## config.mk

```make
export PLATFORM = sky130hd
export DESIGN_NAME = spi_req_arbiter
export DESIGN_NICKNAME = d
export VERILOG_FILES = /design/src/rtl/spi_req_arbiter.sv
export SDC_FILE = /design/constraint.sdc
export NUM_CORES = 1
export LEC_CHECK = 0
export ABC_AREA = 1
export CORE_UTILIZATION = 40
export DETAILED_ROUTE_END_ITERATION = 8
export PLACE_DENSITY = 0.82
export SYNTH_ARGS = -nofsm -noshare
export SYNTH_HDL_FRONTEND = slang
export SYNTH_SLANG_ARGS = --single-unit
```

## constraint.sdc

```tcl
create_clock -name sys_clk -period 2.3 [get_ports sys_clk]
set_clock_uncertainty 0.15 [all_clocks]
set_input_delay 0.345 -clock sys_clk [delete_from_list [all_inputs] [get_ports sys_clk]]
set_output_delay 0.345 -clock sys_clk [all_outputs]
set_load 0.01 [all_outputs]
```

## src/rtl/spi_req_arbiter.sv

```systemverilog
// spi_req_arbiter: round-robin share of one SPI master among N_REQ
// requesters; latches {4'b1000, addr, data} frames, acks the served one.
//
// Ports:
//   sys_clk, sys_rst         clock, synchronous active-high reset
//   req/req_addr/req_data    per-requester level request + payload
//   ack, err                 one-cycle completion / timeout pulses
//   grant_id, arb_busy       current grant, non-idle status
//   spi_start, spi_frame     start pulse + frame held until spi_done
//   spi_busy, spi_done       handshake from the SPI master
//
// Optional watchdog: define SPI_ARB_TIMEOUT_EN (limit TMO_CYC cycles).

module spi_req_arbiter #(
  parameter int N_REQ   = 4,
  parameter int GAP_CYC = 10,
  parameter int TMO_CYC = 4096
) (
  input  logic                sys_clk,
  input  logic                sys_rst,
  input  logic [N_REQ-1:0]    req,
  input  logic [4*N_REQ-1:0]  req_addr,
  input  logic [16*N_REQ-1:0] req_data,
  output logic [N_REQ-1:0]    ack,
  output logic [N_REQ-1:0]    err,
  output logic [2:0]          grant_id,
  output logic                arb_busy,
  output logic                spi_start,
  output logic [23:0]         spi_frame,
  input  logic                spi_busy,
  input  logic                spi_done
);

  typedef enum logic [1:0] {
    IDLE,
    ISSUE,
    WAIT_DONE,
    GAP
  } state_t;

  localparam int GW =
    (GAP_CYC > 1) ? $clog2(GAP_CYC) : 1;
  localparam logic [GW-1:0] GAP_LAST =
    GW'((GAP_CYC > 0) ? GAP_CYC - 1 : 0);
  localparam logic [N_REQ-1:0] ONE = N_REQ'(1);
  localparam logic [2:0] LAST_ID = 3'(N_REQ - 1);
  localparam state_t POST =
    (GAP_CYC == 0) ? IDLE : GAP;

  state_t          state, state_n;
  logic [2:0]      rr_ptr, rr_n;
  logic [2:0]      grant_n;
  logic [23:0]     frame_n;
  logic            start_n;
  logic [N_REQ-1:0] ack_n;
  logic [GW-1:0]   gap_cnt, gap_n;
  logic [2:0]      pick;
  logic            hit;
  logic [2:0]      next_id;
  logic            done_ok;

`ifdef SPI_ARB_TIMEOUT_EN
  localparam int TW =
    (TMO_CYC > 1) ? $clog2(TMO_CYC) : 1;
  localparam logic [TW-1:0] TMO_LAST =
    TW'(TMO_CYC - 1);

  logic [TW-1:0]    wdog, wdog_n;
  logic [N_REQ-1:0] err_q, err_n;

  assign err = err_q;
`else
  assign err = '0;
`endif

  assign arb_busy = (state != IDLE);

  // spi_start is high during the first WAIT_DONE cycle;
  // a done seen alongside it belongs to no frame of ours.
  assign done_ok = spi_done && !spi_start;

  assign next_id = (grant_id == LAST_ID) ?
                   3'd0 : grant_id + 3'd1;

  // Descending scan: the lowest offset from rr_ptr wins.
  always_comb begin
    pick = '0;
    hit  = 1'b0;
    for (int k = N_REQ - 1; k >= 0; k--) begin
      if (req[(int'(rr_ptr) + k) % N_REQ]) begin
        pick = 3'((int'(rr_ptr) + k) % N_REQ);
        hit  = 1'b1;
      end
    end
  end

  always_comb begin
    state_n = state;
    rr_n    = rr_ptr;
    grant_n = grant_id;
    frame_n = spi_frame;
    start_n = 1'b0;
    ack_n   = '0;
    gap_n   = gap_cnt;
`ifdef SPI_ARB_TIMEOUT_EN
    wdog_n  = wdog;
    err_n   = '0;
`endif
    unique case (state)
      IDLE: begin
        if (hit) begin
          grant_n = pick;
          frame_n = {4'b1000,
                     req_addr[4*int'(pick) +: 4],
                     req_data[16*int'(pick) +: 16]};
          state_n = ISSUE;
        end
      end
      ISSUE: begin
        if (!spi_busy) begin
          start_n = 1'b1;
          state_n = WAIT_DONE;
`ifdef SPI_ARB_TIMEOUT_EN
          wdog_n  = '0;
`endif
        end
      end
      WAIT_DONE: begin
        if (done_ok) begin
          ack_n   = ONE << grant_id;
          rr_n    = next_id;
          gap_n   = '0;
          state_n = POST;
        end
`ifdef SPI_ARB_TIMEOUT_EN
        else if (wdog == TMO_LAST) begin
          err_n   = ONE << grant_id;
          rr_n    = next_id;
          gap_n   = '0;
          state_n = POST;
        end else begin
          wdog_n  = wdog + 1'b1;
        end
`endif
      end
      GAP: begin
        if (gap_cnt == GAP_LAST) begin
          state_n = IDLE;
        end else begin
          gap_n = gap_cnt + 1'b1;
        end
      end
    endcase
  end

  always_ff @(posedge sys_clk) begin
    if (sys_rst) begin
      state     <= IDLE;
      rr_ptr    <= '0;
      grant_id  <= '0;
      spi_frame <= '0;
      spi_start <= 1'b0;
      ack       <= '0;
      gap_cnt   <= '0;
`ifdef SPI_ARB_TIMEOUT_EN
      wdog      <= '0;
      err_q     <= '0;
`endif
    end else begin
      state     <= state_n;
      rr_ptr    <= rr_n;
      grant_id  <= grant_n;
      spi_frame <= frame_n;
      spi_start <= start_n;
      ack       <= ack_n;
      gap_cnt   <= gap_n;
`ifdef SPI_ARB_TIMEOUT_EN
      wdog      <= wdog_n;
      err_q     <= err_n;
`endif
    end
  end

endmodule

```

=== Yosys cells after proc, flatten, opt, wreduce, memory -nomap -nowiden ===
Cells that the tools add are included.

* Output and inout bits: 37
* Input port bits: 88
* Flip-flop bits (word level): 37

* Reduce and logical (&&, ||, !) cells: 14
* Shift operators: 3
* Order comparisons: 4
* Bitwise gates (word level): 6
* Add/sub/neg operators: 5
* Equal/unequal tests: 10
* Mux-type cells: 29

{| class="wikitable"
|+ Operators by type and width
! operator !! count
|-
| 64-bit by 8-bit indexed part select with 16-bit output || 1
|-
| 16-bit by 6-bit indexed part select with 4-bit output || 1
|-
| 3-bit by 4-bit less-than comparator with 1-bit output (second input constant) || 3
|-
| 1-bit two-way mux || 12
|-
| 3-bit two-way mux || 4
|-
| 2-bit two-way mux || 5
|-
| 2-bit inequality test (second input constant) || 5
|-
| 1-bit binary-select mux with 2-bit select || 4
|-
| 4-bit two-way mux || 2
|-
| 2-bit case mux with 4 select lines || 1
|-
| 4-bit case mux with 2 select lines || 1
|-
| 2-bit OR reduction || 4
|-
| 2-bit by 1-bit adder with 2-bit output (second input constant) || 2
|-
| 2-bit adder (second input constant) || 2
|-
| 4-bit by 1-bit adder with 4-bit output (second input constant) || 1
|-
| 2-bit equality test (second input constant) || 2
|-
| 4-bit equality test (second input constant) || 1
|-
| 2-bit AND reduction || 2
|-
| 4-bit AND reduction || 1
|-
| 2-bit nonzero test || 2
|-
| 1-bit by 3-bit << shifter with 4-bit output (first input constant) || 1
|-
| 1-bit AND (first input constant) || 3
|-
| 3-bit by 2-bit equality test with 1-bit output (second input constant) || 1
|-
| 2-bit by 3-bit less-than comparator with 1-bit output (second input constant) || 1
|-
| 7 further kinds || 9
|}

=== Longest topological paths before layout ===
* Depth in word-level cells: 12
* Depth in mapped cells: 14

=== Worst setup path after synthesis ===
Ideal clock, no wire load.

* Path type: register to register
* Start point: register rr_ptr[0]
* End point: register spi_frame[10]
* Data arrival time: 1.445 ns
* Stages on the path, launching flop included: 13
* Period minus slack after synthesis: 1.723 ns
* Setup slack: 0.577 ns
* Cells stage by stage: dfxtp_1 > buf_6 > nand2_1 > nand3_1 > nand3_1 > nand2_1 > nand2_1 > nand2_1 > buf_2 > buf_6 > nand3_1 > nand2_1 > a21oi_1

* Word-level cells in the longest chain between the ends: 9
* Elaborated cells between the ends (all ways): 30

{| class="wikitable"
|+ RTL lines
! element !! RTL line !! text
|-
| from (decl) || 51 || <nowiki>logic [2:0] rr_ptr, rr_n;</nowiki>
|-
| from (signal assigned) || 171 || <nowiki>rr_ptr <= rr_n;</nowiki>
|-
| 2-bit adder || 90, 91 ||
|-
| 1-bit binary-select mux with 2-bit select || 90 || <nowiki>if (req[(int'(rr_ptr) + k) % N_REQ]) begin</nowiki>
|-
| 1-bit two-way mux (not written as such) (2 in series) || 90 ||
|-
| 3-bit two-way mux / 1-bit two-way mux (equally long branches) (4 in series) || 90 ||
|-
| 64-bit by 8-bit indexed part select with 16-bit output / 2-bit AND reduction (equally long branches) || n/a ||
|-
| to (signal assigned) || 173 || <nowiki>spi_frame <= frame_n;</nowiki>
|-
| to (decl) || 29 || <nowiki>output logic [23:0] spi_frame,</nowiki>
|}

Parallel ways exist; a longest one is shown, timed or not. The select of a mux whose other input is x is not followed.
A chain may end at the register's enable or synchronous reset.

=== Worst setup path after layout ===
* Start point: register state[0]
* End point: output port arb_busy

* Word-level cells in the longest chain between the ends: 1

{| class="wikitable"
|+ RTL lines
! element !! RTL line !! text
|-
| from (decl) || 50 || <nowiki>state_t state, state_n;</nowiki>
|-
| from (signal assigned) || 170 || <nowiki>state <= state_n;</nowiki>
|-
| 2-bit nonzero test || 76 || <nowiki>assign arb_busy = (state != IDLE);</nowiki>
|-
| to (decl) || 27 || <nowiki>output logic arb_busy,</nowiki>
|}

Every way passes these cells.

==> reports/summary.txt <==
post-synthesis cell area - 2340 sq um
Fmax achieved - 0.470 GHz
Crit Reg-Reg Startpoint - rr_ptr[0]
Clock transition at path regs - 0.07 ns
Nets - 577
CTS Root Cell - clkbuf_8
Post-CTS Setup Bufs - 0
gate count after technology mapping - 366
RSZ-0062 raised after global routing - false
vias in the first global route - 2710
post-synthesis average cell area - 6.40 sq um
Slew Limit Fails - 0
CP startpoint kind - flop
Crit path arrival time - 1.63 ns
R2R setup slack - 0.23 ns
post-synthesis xor/xnor area fraction - 0.748%
Crit Path Category - flop to output port
mux contribution to synthesized area - 0%
first-pass GRT wire length - 11300 um
Yosys Warn Count - 0
final RePlAce weighted congestion - 0.873
reg-to-reg critical path endpoint - spi_frame[0]
Area Overhead vs Synth - 57.1%
Finished Layout Cells - 554
share of the synthesized area in the top cell type - 30.8%
biggest area consumer among synthesized cells - dfxtp_1
cell repeated most along the worst path - inv_1
worst min-delay path class - flop to flop
crit share post-route - 92.6%
Max-cap violations - 0
Synth area leaders - dfxtp_1, nand3_1, nand2_1, a21oi_1, inv_1
R2R depth - 11
DP HPWL - 5450 um
number of hold-repair buffers added at the cts stage - 0
final setup TNS - 0 ns
Die ar. - 6170 sq um
drt first pass iters - 4
I/O Buffers - 116
Crit Path Max Fanout - 3
# setup viols final - 0
post-CTS sizing - 0
dominant synthesized flop cell - dfxtp_1
Vias/cell - 5.11
pwr/cell area - 1070 nW/um^2
io pins - 125
remaining antenna violation count - 0
CTS tree - yes
FF+latch count, synth - 36
delay-heaviest family, CP - buffers and inverters
Tmin final - 2.13 ns
compound-cell area share of the yosys netlist - 13.9%
CP bufs+invs - 3
Design Area, Final - 3680 sq um
Residual DRC - 0
sequential area share after synthesis - 30.8%
placed cell areas - 3600 sq um
CTS H-tree depth - 2
Yosys cell types - 28
count of flip-flops with a built-in enable after synthesis - 0
simple-gate share of the synthesized area - 38.5%
Max VDD drop - 0.517 mV
CP required - 1.80 ns
CP cell instances - inv_1 -> ha_1 -> inv_1 -> clkdlybuf4s50_1
Die Width - 78.5 um
chip height - 78.5 um
std cell rows - 27
Leak - 1.63 nW
Starting Density - 42.0%
Clock Latency Late Sink - 0.29 ns
Core Area - 5570 sq um
CTS sink count - 36
Placed Instances - 547
routed len/inst - 12.6 um
vias post-DR - 2832
synth cell count leaders - nand2_1, nand3_1, dfxtp_1
area share of fa/ha/maj cells after synthesis - 3.74%
Async SR Flop Fraction - 0%
share of layout cells above drive strength 1 - 6.43%
antenna diode count - 0
Final Hold Viols - 0
largest net degree at the start of global routing - 37
WL final - 6960 um
antenna violations before repair - 0
CP Capture Type - output port
Hold Path Origin - spi_frame[23]
most common cell in the synthesized netlist - nand2_1
status - complete, no violations
slowest cell on the critical path - clkdlybuf4s50_1
CP max stage delay - 0.55 ns
WHS Path Cells - 2
Starting DRT DRC Count - 73
aggregate global routing overflow - 0
CTS Buf Count - 5
largest family of logic cells by synthesized area - simple AND/OR/NAND/NOR gates
Total GRT Usage - 23.2%
Clock Tree Buf Depth - 2
Hold Path Sink - spi_frame[23]
Crit path depth - 4
[layout by cell type (no fill, tap or decap), drive strengths merged]
master / netlist / layout
xor2: 1 / 1
or2: 1 / 1
nand4: 1 / 1
clkdlybuf4s50: 0 / 116
nor3: 1 / 1
inv: 30 / 30
clkinv: 0 / 1
nand2: 91 / 91
buf: 23 / 14
a211oi: 3 / 3
a21oi: 29 / 29
nor2: 19 / 19
a221oi: 1 / 1
o21ai: 29 / 29
clkbuf: 5 / 6
conb: 1 / 8
ha: 7 / 7
dfxtp: 36 / 36
nand3: 87 / 87
xnor2: 1 / 1
[cell families after synthesis]
family | count (synthesis)
AO/OA/AOI/OAI | 62
other | 1
adder cells (fa/ha/maj) | 7
XOR/XNOR | 2
AND/OR/NAND/NOR | 200
flip-flops | 36
buffers and inverters | 58
[area by class of cell]
cell class                 count  area [sq um]
fill                         540          1900
multi-input combinational    279          1360
timing repair buffer         130          1320
sequential                    36           721
inverter                      30           113
tap                           72          90.1
clock buffer                   6          72.6
clock inverter                 1          5.00
[stage by stage]
stage / worst slack, ns / util [%] / hold WS, ns / power, mW
after floorplan: 0.577 / - / 0.267 / 2.46
after detailed placement: 0.0121 / 64.6 / 0.344 / 3.50
final: 0.170 / 66.0 / 0.354 / 3.93
after global placement: 0.0513 / 64.6 / 0.327 / 3.43
after CTS: 0.160 / 66.0 / 0.356 / 3.93
after global routing: 0.0285 / 66.0 / 0.379 / 4.25
[sequential cells by signal, indices dropped and copies added, names as in the netlist]
name,cells
state,2
spi_frame,21
grant_id,2
spi_start,1
rr_ptr,2
ack,4
gap_cnt,4
[worst max path at each step]
stage	from	endpoint	slack, ns
6_report	state[0]	arb_busy	0.17
2_1_floorplan	rr_ptr[0]	spi_frame[10]	0.58
3_3_place_gp	req[1]	spi_frame[19]	0.05
3_5_place_dp	req[0]	spi_frame[3]	0.01
4_1_cts	state[0]	arb_busy	0.16
5_1_grt	rr_ptr[0]	spi_frame[13]	0.03
[per-layer routing]
metal	vias up	GRT usage [%]	part of all wire, %
li1	1423	-	-
met1	1275	24.7	40
met2	115	42.3	50
met3	19	6.51	7.5
met4	0	10.0	2.6
met5	-	0	0
[worst min-delay path, cell delays in order (launching register included)]
cell	delay [ns]
dfxtp_1	0.32
nor2_1	0.10
nor2_1	0.04
[power breakdown]
group | internal [mW] | switching [mW]
logic | 1.15 | 1.31
registers | 0.874 | 0.168
clock network | 0.206 | 0.226
total | 2.23 | 1.70
Power figures use the tool's default switching activity.
